==> config.mk <==
export PLATFORM = sky130hd
export DESIGN_NAME = barrett_r_gen
export DESIGN_NICKNAME = d
export VERILOG_FILES = /design/src/rtl/ntt_alu_pkg.sv /design/src/rtl/barrett_r_gen_div_step.sv /design/src/rtl/barrett_r_gen.sv
export SDC_FILE = /design/constraint.sdc
export NUM_CORES = 1
export LEC_CHECK = 0
export ABC_AREA = 1
export CORE_ASPECT_RATIO = 1.25
export CORE_MARGIN = 4
export CORE_UTILIZATION = 45
export CTS_BUF_LIST = sky130_fd_sc_hd__clkbuf_8 sky130_fd_sc_hd__clkbuf_16
export CTS_CLUSTER_DIAMETER = 120
export DETAILED_ROUTE_END_ITERATION = 8
export PLACE_DENSITY_LB_ADDON = 0.25
export SLEW_MARGIN = 20
export SYNTH_ARGS = -nofsm -noshare
export SYNTH_HDL_FRONTEND = slang
export SYNTH_SLANG_ARGS = --single-unit
==> constraint.sdc <==
create_clock -name clk -period 5.8 [get_ports clk]
set_clock_uncertainty 0.15 [all_clocks]
set_input_delay 1.74 -clock clk [delete_from_list [all_inputs] [get_ports clk]]
set_output_delay 1.74 -clock clk [all_outputs]
set_load 0.01 [all_outputs]
==> src/rtl/ntt_alu_pkg.sv <==
// Shared types and helpers for the NTT ALU front-end blocks.
package ntt_alu_pkg;

  typedef enum logic [1:0] {
    IDLE = 2'd0,
    DIV  = 2'd1,
    DONE = 2'd2
  } state_t;

  function automatic int barrett_r_width(input int logq);
    return logq + 1;
  endfunction

endpackage

==> src/rtl/barrett_r_gen_div_step.sv <==
// One restoring-division step: compare the shifted partial remainder with q and subtract when possible.
module restoring_div_step #(
  parameter int W = 17
) (
  input  logic [W+1:0] i_t,
  input  logic [W-1:0] i_q,
  output logic [W:0]   o_rem_next,
  output logic         o_qbit
);

  logic [W:0] w_diff;

  // When t >= q we have t < 2q, so t - q always fits in W+1 bits.
  assign w_diff     = i_t[W:0] - {1'b0, i_q};
  assign o_qbit     = (i_t >= {2'b00, i_q});
  assign o_rem_next = o_qbit ? w_diff : i_t[W:0];

endmodule

==> src/rtl/barrett_r_gen.sv <==
// Barrett constant generator: r = floor(2^(2*logq) / q) via a bit-serial restoring divider.
module barrett_r_gen
  import ntt_alu_pkg::*;
#(
  parameter int logq = 17
) (
  input  logic            clk,
  input  logic            rst_n,
  input  logic            in_valid,
  output logic            in_ready,
  input  logic [logq-1:0] q_in,
  output logic            out_valid,
  input  logic            out_ready,
  output logic [logq-1:0] q_out,
  output logic [logq:0]   r_out,
  output logic            err
);

  localparam int RW     = barrett_r_width(logq);
  localparam int N_ITER = 2 * logq + 1;
  localparam int CW     = $clog2(N_ITER);
  localparam logic [CW-1:0]   CNT_LAST = CW'(N_ITER - 1);
  localparam logic [logq-1:0] Q_MIN    = {1'b1, {(logq-1){1'b0}}};

  state_t          r_state;
  state_t          w_state_next;
  logic [logq-1:0] r_q;
  logic [RW-1:0]   r_rem;
  logic [RW-1:0]   r_quot;
  logic [RW-1:0]   r_r;
  logic [CW-1:0]   r_cnt;
  logic            r_ovf;
  logic            r_err;
  logic            r_out_valid;

  logic            w_bit;
  logic [RW:0]     w_t;
  logic [RW-1:0]   w_rem_next;
  logic            w_qbit;
  logic            w_last;
  logic            w_err_final;

  // The dividend 2^(2*logq) has a single leading one, fed on the first step only.
  assign w_bit       = (r_cnt == '0);
  assign w_t         = {r_rem, w_bit};
  assign w_last      = (r_cnt == CNT_LAST);
  assign w_err_final = r_ovf | (r_q == '0) | (r_q <= Q_MIN);

  restoring_div_step #(
    .W(logq)
  ) u_step (
    .i_t        (w_t),
    .i_q        (r_q),
    .o_rem_next (w_rem_next),
    .o_qbit     (w_qbit)
  );

  always_ff @(posedge clk or negedge rst_n) begin
    if (!rst_n) r_state <= IDLE;
    else        r_state <= w_state_next;
  end

  always_comb begin
    w_state_next = r_state;
    case (r_state)
      IDLE: if (in_valid) w_state_next = (q_in == '0) ? DONE : DIV;
      DIV:  if (w_last) w_state_next = DONE;
      DONE: if (r_out_valid && out_ready) w_state_next = IDLE;
      default: w_state_next = IDLE;
    endcase
  end

  always_ff @(posedge clk or negedge rst_n) begin
    if (!rst_n) begin
      r_q         <= '0;
      r_rem       <= '0;
      r_quot      <= '0;
      r_r         <= '0;
      r_cnt       <= '0;
      r_ovf       <= 1'b0;
      r_err       <= 1'b0;
      r_out_valid <= 1'b0;
    end else begin
      case (r_state)
        IDLE: begin
          if (in_valid) begin
            r_q    <= q_in;
            r_rem  <= '0;
            r_quot <= '0;
            r_cnt  <= '0;
            r_ovf  <= 1'b0;
          end
        end
        DIV: begin
          r_rem  <= w_rem_next;
          r_quot <= {r_quot[RW-2:0], w_qbit};
          if (r_quot[RW-1]) r_ovf <= 1'b1;
          r_cnt  <= r_cnt + 1'b1;
        end
        DONE: begin
          // Result registers are loaded once on entry and then frozen until accepted.
          if (!r_out_valid) begin
            r_out_valid <= 1'b1;
            r_err       <= w_err_final;
            r_r         <= w_err_final ? '1 : r_quot;
          end else if (out_ready) begin
            r_out_valid <= 1'b0;
          end
        end
        default: ;
      endcase
    end
  end

  assign in_ready  = rst_n && (r_state == IDLE);
  assign out_valid = r_out_valid;
  assign q_out     = r_q;
  assign r_out     = r_r;
  assign err       = r_err;

endmodule

==> summary.txt, run 1 <==
Run status
  • Status: complete, no violations

Timing
  • Setup TNS: 0 ns
  • Fmax: 0.228 GHz
  • Pins Over Slew Limit: 0
  • Fin crit share: 0.756
  • Slew HR: 0.322
  • Final hold vios: 0
  • Least-Margin Pin Slew: 1.02 ns
  • Final min period: 4.38 ns
  • Final setup violation count: 0
  • RSZ-0062 raised after global routing: false

Clock network
  • Clock Tree Buf Depth: 2
  • Postcts setup bufs: 0
  • Resized cells post-CTS: 0
  • Htree depth: 3
  • CTS tree: built
  • Clock sinks: 82
  • Num CTS Buffers: 9
  • Post-CTS Hold Buffers: 0
  • CTS clk-pin slew, worst paths: 0.06 ns
  • Root Driver: clkbuf_16
  • Latest clock arrival within the worst-skew pair: 0.34 ns

Power
  • Worst VDD drop: 0.000373 V
  • PD cells: 716 nW/µm²
  • Power Total: 0.00425 W
  • Switching share of power: 0.478
  • Sequential share of power: 0.239
  • Net Switching: 0.00203 W
  • Combinational power share: 0.614
  • Clock Power Share: 0.148
  • P_leak: 3.03 nW
  • P_int: 0.00222 W

Route
  • Vias: 4532
  • Iter 0 DRT Violations: 204
  • Routed wire length: 12700 µm
  • Routed Antenna Nets: 0
  • Vias per cell: 5.28
  • Pre-Repair DR Iteration Count: 6
  • Routed wire per std cell: 14.7 µm
  • # DRC: 0

Synth
  • Synth Warn #: 0
  • Synth Instances: 671
  • Synthesized Nets: 713
  • Syn avg cell area: 7.40 µm²
  • Sequential area share after synthesis: 0.413
  • Number of synthesized register bits: 82
  • Count of cell types in the netlist: 34
  • Mapped Area: 4970 µm²

Worst setup path
  • CP max-delay cell: clkdlybuf4s50_1
  • Kind of critical path: in2out
  • Crit-path max FO: 2
  • CP Capture Type: output port
  • RR Startpoint: r_cnt[0]$_DFFE_PN0P_
  • Top Family by Delay on Critical Path: buffers and inverters
  • FF-to-FF End: r_rem[14]$_DFFE_PN0P_
  • CP Launch Type: input port
  • CP Launch Point: rst_n
  • Critical Path, Cell by Cell: buf_4 > inv_1 > nor2_1 > clkdlybuf4s50_1
  • R2R depth: 16
  • Crit path largest cell delay: 0.54 ns
  • CP Data Arrival Time: 2.49 ns
  • Worst R2R Setup Slack: 3.01 ns
  • CP Buf/Inv Count: 3
  • Critical path required time: 3.91 ns

Cells and area
  • Most common cell after layout, fill and taps aside: nand2_1
  • P&R area growth vs syn: 19.4%
  • Nets: 764
  • Share of layout cells above drive strength 1: 0.0839
  • Highest-count cells in the layout ignoring fill and taps: nand2_1 (230), inv_1 (112), dfrtp_1 (82)
  • ANT cells: 0
  • Filler cell count: 1012

Worst hold path
  • Worst min-delay path startpoint: err$_DFFE_PN0P_
  • Hold Path Sink: err$_DFFE_PN0P_
  • Worst Hold Depth: 2
  • Worst min path class: reg2reg

Floorplanning
  • IO Pins: 59
  • Initial Utilization: 0.466
  • Die area: 12800 µm²
  • Die Width: 102 µm
  • Num rows: 42
  • Die Ht: 125 µm
  • Core outline area: 10700 µm²

Global routing
  • Largest net degree at the start of global routing: 83
  • Grt ovf: 0
  • First-pass GRT wire length: 21600 µm
  • Initial antenna violation count: 0
  • Tot GR Track Use: 0.210
  • Vias in the first global route: 4608

Run
  • Max-cap violation count: 0

Place
  • GP Congestion: 0.931
  • Port bufs: 58
  • Post-DP HPWL: 9120 µm
-- cell usage after synthesis --
| cell | count | area share |
|---|---|---|
| nand2_1 | 230 | 0.17 |
| inv_1 | 112 | 0.085 |
| dfrtp_1 | 82 | 0.41 |
| nand3_1 | 36 | 0.036 |
| o21ai_0 | 24 | 0.024 |
| ha_1 | 20 | 0.050 |
| nor2_1 | 20 | 0.015 |
| o22ai_1 | 20 | 0.025 |
| a21oi_1 | 15 | 0.015 |
| o211ai_1 | 15 | 0.023 |
| inv_2 | 13 | 0.0098 |
| clkbuf_1 | 12 | 0.0091 |
| nand3_2 | 12 | 0.024 |
| nand4_1 | 9 | 0.011 |
| nand2_2 | 6 | 0.0076 |
| nand3b_1 | 6 | 0.0091 |
| xnor2_1 | 6 | 0.011 |
| nor2_2 | 4 | 0.0050 |
| nor3_1 | 4 | 0.0040 |
| nor4_1 | 4 | 0.0050 |
| buf_6 | 3 | 0.0068 |
| nor2_4 | 3 | 0.0068 |
| buf_2 | 2 | 0.0020 |
| buf_4 | 2 | 0.0030 |
| o21ai_1 | 2 | 0.0020 |
| a21oi_4 | 1 | 0.0033 |
| and2_4 | 1 | 0.0018 |
| and3_1 | 1 | 0.0013 |
| buf_12 | 1 | 0.0040 |
| clkinv_2 | 1 | 0.0010 |
| fa_1 | 1 | 0.0040 |
| nand4_4 | 1 | 0.0043 |
| o31ai_1 | 1 | 0.0015 |
| xor2_1 | 1 | 0.0018 |
-- layout make-up --
| cell class | count | area (µm²) | area share |
|---|---|---|---|
| inverters | 126 | 474 | 0.0800 |
| flip-flops and latches | 82 | 2050 | 0.346 |
| well taps | 132 | 165 | 0.0279 |
| multi-input cells | 443 | 2320 | 0.391 |
| clock inverters | 7 | 100 | 0.0169 |
| repair buffers | 60 | 597 | 0.101 |
| clock buffers | 9 | 225 | 0.0380 |
-- how the worst max path moves through the flow --
stage	slack [ns]	endpoint	depth (start not counted)
after global routing	1.40	in_ready	4
after CTS	1.42	in_ready	4
after global placement	1.42	in_ready	4
after detailed placement	1.42	in_ready	4
after floorplan	1.98	in_ready	2
final	1.42	in_ready	4
-- registers in the layout, indices dropped and copies added, names as in the netlist --
| register | cells |
|---|---|
| r_state | 2 |
| out_valid | 1 |
| r_quot | 18 |
| r_rem | 18 |
| err | 1 |
| q_out | 17 |
| r_cnt | 6 |
| r_ovf | 1 |
| r_out | 18 |
-- through the flow --
step | instance area, µm² | utilization | instances | hold slack (ns) | setup WS (ns)
2_1_floorplan | 4970 | - | 671 | 0.323 | 1.98
4_1_cts | 5930 | 0.555 | 859 | 0.364 | 1.42
5_1_grt | 5930 | 0.556 | 859 | 0.382 | 1.40
3_3_place_gp | 5600 | 0.525 | 843 | 0.319 | 1.42
6_report | 5930 | 0.556 | 859 | 0.356 | 1.42
3_5_place_dp | 5600 | 0.525 | 843 | 0.339 | 1.42
-- tightest hold or removal path: stages, from the launching register on --
cell	delay, ns
dfrtp_1	0.36
nand2_1	0.06
nand2_1	0.06
-- power by group through the flow --
stage / Combinational, W / Clock (W) / Sequential (W)
3_5_place_dp: 0.00258 / 0 / 0.00102
5_1_grt: 0.00294 / 0.000665 / 0.00105
3_3_place_gp: 0.00253 / 0 / 0.00101
2_1_floorplan: 0.00186 / 0 / 0.00104
6_report: 0.00261 / 0.000628 / 0.00101
4_1_cts: 0.00260 / 0.000635 / 0.00101
-- metal layers --
layer	track usage	vias up	share of wire
met1	0.263	2185	0.42
met4	0.0811	0	0.021
met2	0.350	110	0.51
met5	0	-	0
met3	0.0479	24	0.049
li1	-	2213	-
-- kinds of logic after synthesis --
kind of cell               synth area share
and+or+nand+nor                       0.306
buffers and inverters                 0.120
DFF                                   0.413
AOI/OAI and AO/OA                    0.0940
adders and majority gates            0.0544
xor gates and xnor gates             0.0123
No activity file was read; power rests on OpenSTA's default activity.
==> run 2, diff against run 1 <==
==> constraint.sdc (replaced) <==
create_clock -name clk -period 4 [get_ports clk]
set_clock_uncertainty 0.15 [all_clocks]
set_input_delay 1.2 -clock clk [delete_from_list [all_inputs] [get_ports clk]]
set_output_delay 1.2 -clock clk [all_outputs]
set_load 0.01 [all_outputs]
==> summary.txt, run 2 (synthesis gave the netlist of run 1 again) <==
Cells and area
  • Most common cell after layout, fill and taps aside: nand2_1
  • Highest-count cells in the layout ignoring fill and taps: nand2_1 (230), inv_1 (112), dfrtp_1 (82)
  • Fin util: 0.557 (+0.000704)
  • Multi-input logic area: 2320 µm² (unchanged)
  • Nets: 765 (+0.13%)
  • Share of layout cells above drive strength 1: 0.0852 (+0.00126)
  • Cell Count, Final, Fillers Out: 860 (+0.12%)
  • ANT cells: 0 (unchanged)
  • Filler cell count: 1003 (-0.89%)
  • Final instance area: 5940 µm² (+0.13%)
  • P&R area growth vs syn: 19.6%
  • Seq. cell area: 2050 µm² (unchanged)

Route
  • Iter 0 DRT Violations: 175 (-14%)
  • Routed Antenna Nets: 0 (unchanged)
  • # DRC: 0 (unchanged)
  • Pre-Repair DR Iteration Count: 4 (-2)
  • Routed wire per std cell: 14.4 µm (-2.4%)
  • Vias per cell: 5.08 (-3.7%)
  • Vias: 4371 (-3.6%)
  • Routed wire length: 12400 µm (-2.2%)

Floorplanning
  • Die Width: 102 µm (unchanged)
  • Die area: 12800 µm² (unchanged)
  • Die Ht: 125 µm (unchanged)
  • Core outline area: 10700 µm² (unchanged)
  • Num rows: 42 (unchanged)
  • Initial Utilization: 0.466 (unchanged)
  • IO Pins: 59 (unchanged)

Worst setup path
  • Critical path required time: 2.65 ns (-1.26 ns)
  • CP Data Arrival Time: 1.95 ns (-0.54 ns)
  • CP Capture Type: output port
  • CP max-delay cell: clkdlybuf4s50_1
  • Kind of critical path: in2out
  • CP Buf/Inv Count: 3 (unchanged)
  • Top Family by Delay on Critical Path: buffers and inverters
  • Critical Path, Cell by Cell: buf_4 > inv_1 > nor2_1 > clkdlybuf4s50_1
  • Crit path largest cell delay: 0.54 ns (about the same)
  • Crit-path max FO: 2 (unchanged)
  • CP Launch Type: input port

Clock network
  • Clock Tree Buf Depth: 2 (unchanged)
  • Resized cells post-CTS: 0 (unchanged)
  • CTS clk-pin slew, worst paths: 0.06 ns (about the same)
  • Root Driver: clkbuf_16
  • Post-CTS Hold Buffers: 0 (unchanged)
  • Latest clock arrival within the worst-skew pair: 0.34 ns (about the same)
  • Postcts setup bufs: 0 (unchanged)
  • Htree depth: 3 (unchanged)
  • Num CTS Buffers: 9 (unchanged)
  • Clock sinks: 82 (unchanged)
  • CTS tree: built

Global routing
  • Initial antenna violation count: 0 (unchanged)
  • Grt ovf: 0 (unchanged)
  • Vias in the first global route: 4586 (-0.48%)
  • Largest net degree at the start of global routing: 83 (unchanged)
  • Tot GR Track Use: 0.209 (-0.00140)
  • First-pass GRT wire length: 21600 µm (about the same)

Place
  • Post-DP HPWL: 8970 µm (-1.7%)
  • Post-Place Cells: 844 (+0.12%)
  • Area after DPL: 5610 µm² (+0.13%)
  • GP Congestion: 0.871 (-6.4%)
  • Port bufs: 58 (unchanged)

Timing
  • Pins Over Slew Limit: 0 (unchanged)
  • Final setup violation count: 0 (unchanged)
  • Slew HR: 0.349 (+0.0269)
  • Final min period: 3.30 ns
  • Setup TNS: 0 ns (unchanged)
  • Fmax: 0.303 GHz
  • Least-Margin Pin Slew: 0.975 ns (-0.0403 ns)
  • Fin crit share: 0.826
  • RSZ-0062 raised after global routing: false
  • Final hold vios: 0 (unchanged)

Power
  • Worst VDD drop: 0.000418 V (+12%)
  • Power Total: 0.00613 W (+44%)
  • P_leak: 3.04 nW (+0.35%)
  • PD cells: 1030 nW/µm² (+44%)

Run status
  • Status: complete, no violations

Worst hold path
  • Worst min path class: reg2reg

Run
  • Max-cap violation count: 0 (unchanged)
## run 2: cell types whose count changed in the layout (fill, tap and decap cells not counted)
cell	previous run	this run
inv_8	0	1
clkinv_2	1	2
buf_4	2	3
clkinvlp_4	3	2
inv_6	2	1
## run 2: power breakdown
part / internal [W] / switching [W]
clock: 0.000552 / 0.000361
combinational: 0.00145 / 0.00230
sequential: 0.00121 / 0.000251
total: 0.00322 / 0.00291
## run 2: cell type report
cell class,count,share of cell area
Timing Repair Buffer,61,0.102
Sequential cell,82,0.346
Clock buffer,9,0.0379
Inverter,126,0.0799
Tap cell,132,0.0278
Clock inverter,7,0.0169
Multi-Input combinational cell,443,0.390
## run 2: tightest hold or removal path, stage by stage (launching register included)
cell and delay [ns]:
dfrtp_1 0.35, nand2_1 0.06, nand2_1 0.06
## run 2: final timing paths
check | start | end | slack [ns] | cells past startpoint
setup / recovery | rst_n | in_ready | 0.70 | 4
hold / removal | err$_DFFE_PN0P_ | err$_DFFE_PN0P_ | 0.35 | 2
setup reg to reg | r_cnt[0]$_DFFE_PN0P_ | r_rem[14]$_DFFE_PN0P_ | 1.17 | 16
hold reg to reg | err$_DFFE_PN0P_ | err$_DFFE_PN0P_ | 0.35 | 2
max in group asynchronous | rst_n | q_out[15]$_DFFE_PN0P_ | 2.35 | 2
min in group asynchronous | rst_n | r_state[0]$_DFFE_PN0P_ | 0.84 | 2
## run 2: layer usage
layer | GRT usage | routed length [µm] | part of all wire | up-vias
met5 | 0 | 0 | 0 | -
met4 | 0.0811 | 254 | 0.021 | 0
li1 | - | - | - | 2218
met1 | 0.261 | 5310 | 0.43 | 2058
met3 | 0.0384 | 441 | 0.036 | 19
met2 | 0.354 | 6360 | 0.51 | 76
## run 2: through the flow
stage	hold slack (ns)	setup slack [ns]
2_1_floorplan	0.323	1.26
3_3_place_gp	0.318	0.694
6_report	0.345	0.696
3_5_place_dp	0.336	0.692
4_1_cts	0.351	0.692
5_1_grt	0.376	0.645
==> run 3, diff against run 2 <==
==> constraint.sdc (replaced) <==
create_clock -name clk -period 3.2 [get_ports clk]
set_clock_uncertainty 0.15 [all_clocks]
set_input_delay 0.96 -clock clk [delete_from_list [all_inputs] [get_ports clk]]
set_output_delay 0.96 -clock clk [all_outputs]
set_load 0.01 [all_outputs]
==> summary.txt, run 3 (synthesis gave the netlist of run 1 again) <==
Floorplanning
  • Num rows: 42 (unchanged)
  • Die area: 12800 µm² (unchanged)
  • Core outline area: 10700 µm² (unchanged)
  • Initial Utilization: 0.466 (unchanged)
  • Die Width: 102 µm (unchanged)
  • IO Pins: 59 (unchanged)
  • Die Ht: 125 µm (unchanged)

Worst setup path
  • Crit-path max FO: 2 (unchanged)
  • Kind of critical path: in2out
  • CP Buf/Inv Count: 3 (unchanged)
  • CP max-delay cell: clkdlybuf4s50_1
  • Worst R2R Setup Slack: 0.47 ns (-0.70 ns)
  • Crit path largest cell delay: 0.54 ns (about the same)
  • Top Family by Delay on Critical Path: buffers and inverters
  • Critical Path, Cell by Cell: buf_4 > inv_1 > nor2_1 > clkdlybuf4s50_1
  • Critical path required time: 2.09 ns (-0.56 ns)
  • CP Launch Type: input port
  • CP Data Arrival Time: 1.71 ns (-0.24 ns)
  • CP Capture Type: output port

Cells and area
  • Nets: 769 (+0.52%)
  • ANT cells: 0 (unchanged)
  • Highest-count cells in the layout ignoring fill and taps: nand2_1 (230), inv_1 (112), dfrtp_1 (82)
  • Filler cell count: 987 (-1.6%)
  • P&R area growth vs syn: 21.1%
  • Most common cell after layout, fill and taps aside: nand2_1
  • Share of layout cells above drive strength 1: 0.0902 (+0.00500)

Global routing
  • First-pass GRT wire length: 21500 µm (-0.77%)
  • Grt ovf: 0 (unchanged)
  • Largest net degree at the start of global routing: 83 (unchanged)
  • Tot GR Track Use: 0.209 (about the same)
  • Initial antenna violation count: 0 (unchanged)
  • Vias in the first global route: 4519 (-1.5%)

Route
  • Routed wire per std cell: 14.6 µm (+1.3%)
  • Routed wire length: 12600 µm (+1.7%)
  • Vias per cell: 5.12 (+0.77%)
  • Routed Antenna Nets: 0 (unchanged)
  • Vias: 4425 (+1.2%)
  • Iter 0 DRT Violations: 211 (+21%)
  • Pre-Repair DR Iteration Count: 4 (unchanged)
  • # DRC: 0 (unchanged)

Timing
  • Final worst slack: 0.383 ns (-0.314 ns)
  • Fin crit share: 0.880
  • Setup TNS: 0 ns (unchanged)
  • Least-Margin Pin Slew: 0.769 ns (-0.205 ns)
  • Final setup violation count: 0 (unchanged)
  • Fmax: 0.355 GHz
  • Final min period: 2.82 ns
  • Slew HR: 0.487 (+0.138)
  • Final hold vios: 0 (unchanged)
  • Pins Over Slew Limit: 0 (unchanged)
  • RSZ-0062 raised after global routing: false

Worst hold path
  • Worst min path class: reg2reg

Clock network
  • Num CTS Buffers: 9 (unchanged)
  • Postcts setup bufs: 0 (unchanged)
  • Latest clock arrival within the worst-skew pair: 0.34 ns (about the same)
  • CTS clk-pin slew, worst paths: 0.06 ns (about the same)
  • Post-CTS Hold Buffers: 0 (unchanged)
  • Clock sinks: 82 (unchanged)
  • Resized cells post-CTS: 0 (unchanged)
  • CTS tree: built
  • Root Driver: clkbuf_16
  • Htree depth: 3 (unchanged)
  • Clock Tree Buf Depth: 2 (unchanged)

Run
  • Max-cap violation count: 0 (unchanged)

Power
  • Worst VDD drop: 0.000626 V (+50%)
  • P_leak: 3.09 nW (+1.4%)
  • PD cells: 1310 nW/µm² (+26%)

Place
  • GP Congestion: 0.937 (+7.6%)
  • Port bufs: 58 (unchanged)
  • Post-DP HPWL: 9030 µm (+0.65%)
  • Dpl ws: 0.384 ns (-0.308 ns)

Run status
  • Status: complete, no violations
[run 3: routing by layer]
| layer | part of all wire | track usage | routed length (µm) | vias up |
|---|---|---|---|---|
| met3 | 0.034 | 0.0440 | 434 | 28 |
| met4 | 0.029 | 0.0942 | 365 | 0 |
| met1 | 0.44 | 0.262 | 5540 | 2087 |
| met5 | 0 | 0 | 0 | - |
| li1 | - | - | - | 2225 |
| met2 | 0.50 | 0.343 | 6240 | 85 |
[run 3: final cells by class]
cell class	count	area (µm²)	share of cell area
multi-input cells	443	2320	0.385
flip-flops and latches	82	2050	0.341
repair buffers	65	634	0.105
inverters	126	474	0.0788
clock buffers	9	225	0.0374
well taps	132	165	0.0275
clock inverters	7	148	0.0245
[run 3: worst paths after layout]
kind | endpoint | depth (start not counted) | startpoint
worst max-delay path | in_ready | 4 | rst_n
worst min-delay path | err$_DFFE_PN0P_ | 2 | err$_DFFE_PN0P_
worst max register to register | r_rem[7]$_DFFE_PN0P_ | 13 | r_cnt[1]$_DFFE_PN0P_
worst min register to register | err$_DFFE_PN0P_ | 2 | err$_DFFE_PN0P_
max in group asynchronous | r_rem[4]$_DFFE_PN0P_ | 2 | rst_n
min in group asynchronous | q_out[0]$_DFFE_PN0P_ | 2 | rst_n
[run 3: where the power goes]
group,internal (W),total (W),switching [W]
combinational,0.00184,0.00473,0.00288
clock,0.000850,0.00130,0.000447
sequential,0.00151,0.00184,0.000320
total,0.00421,0.00786,0.00365
[run 3: tightest hold or removal path: stages (launching register included)]
cell     delay [ns]
dfrtp_1        0.35
nand2_1        0.05
nand2_1        0.05
[run 3: through the flow]
step | hold WS (ns) | util | instances | total power (W) | cell area (µm²)
floorplan | 0.323 | - | 671 | 0.00524 | 4970
global placement | 0.319 | 0.529 | 848 | 0.00645 | 5640
detailed placement | 0.326 | 0.529 | 848 | 0.00654 | 5640
CTS | 0.349 | 0.563 | 864 | 0.00790 | 6010
global route | 0.388 | 0.564 | 864 | 0.00865 | 6010
finish | 0.341 | 0.564 | 864 | 0.00786 | 6010
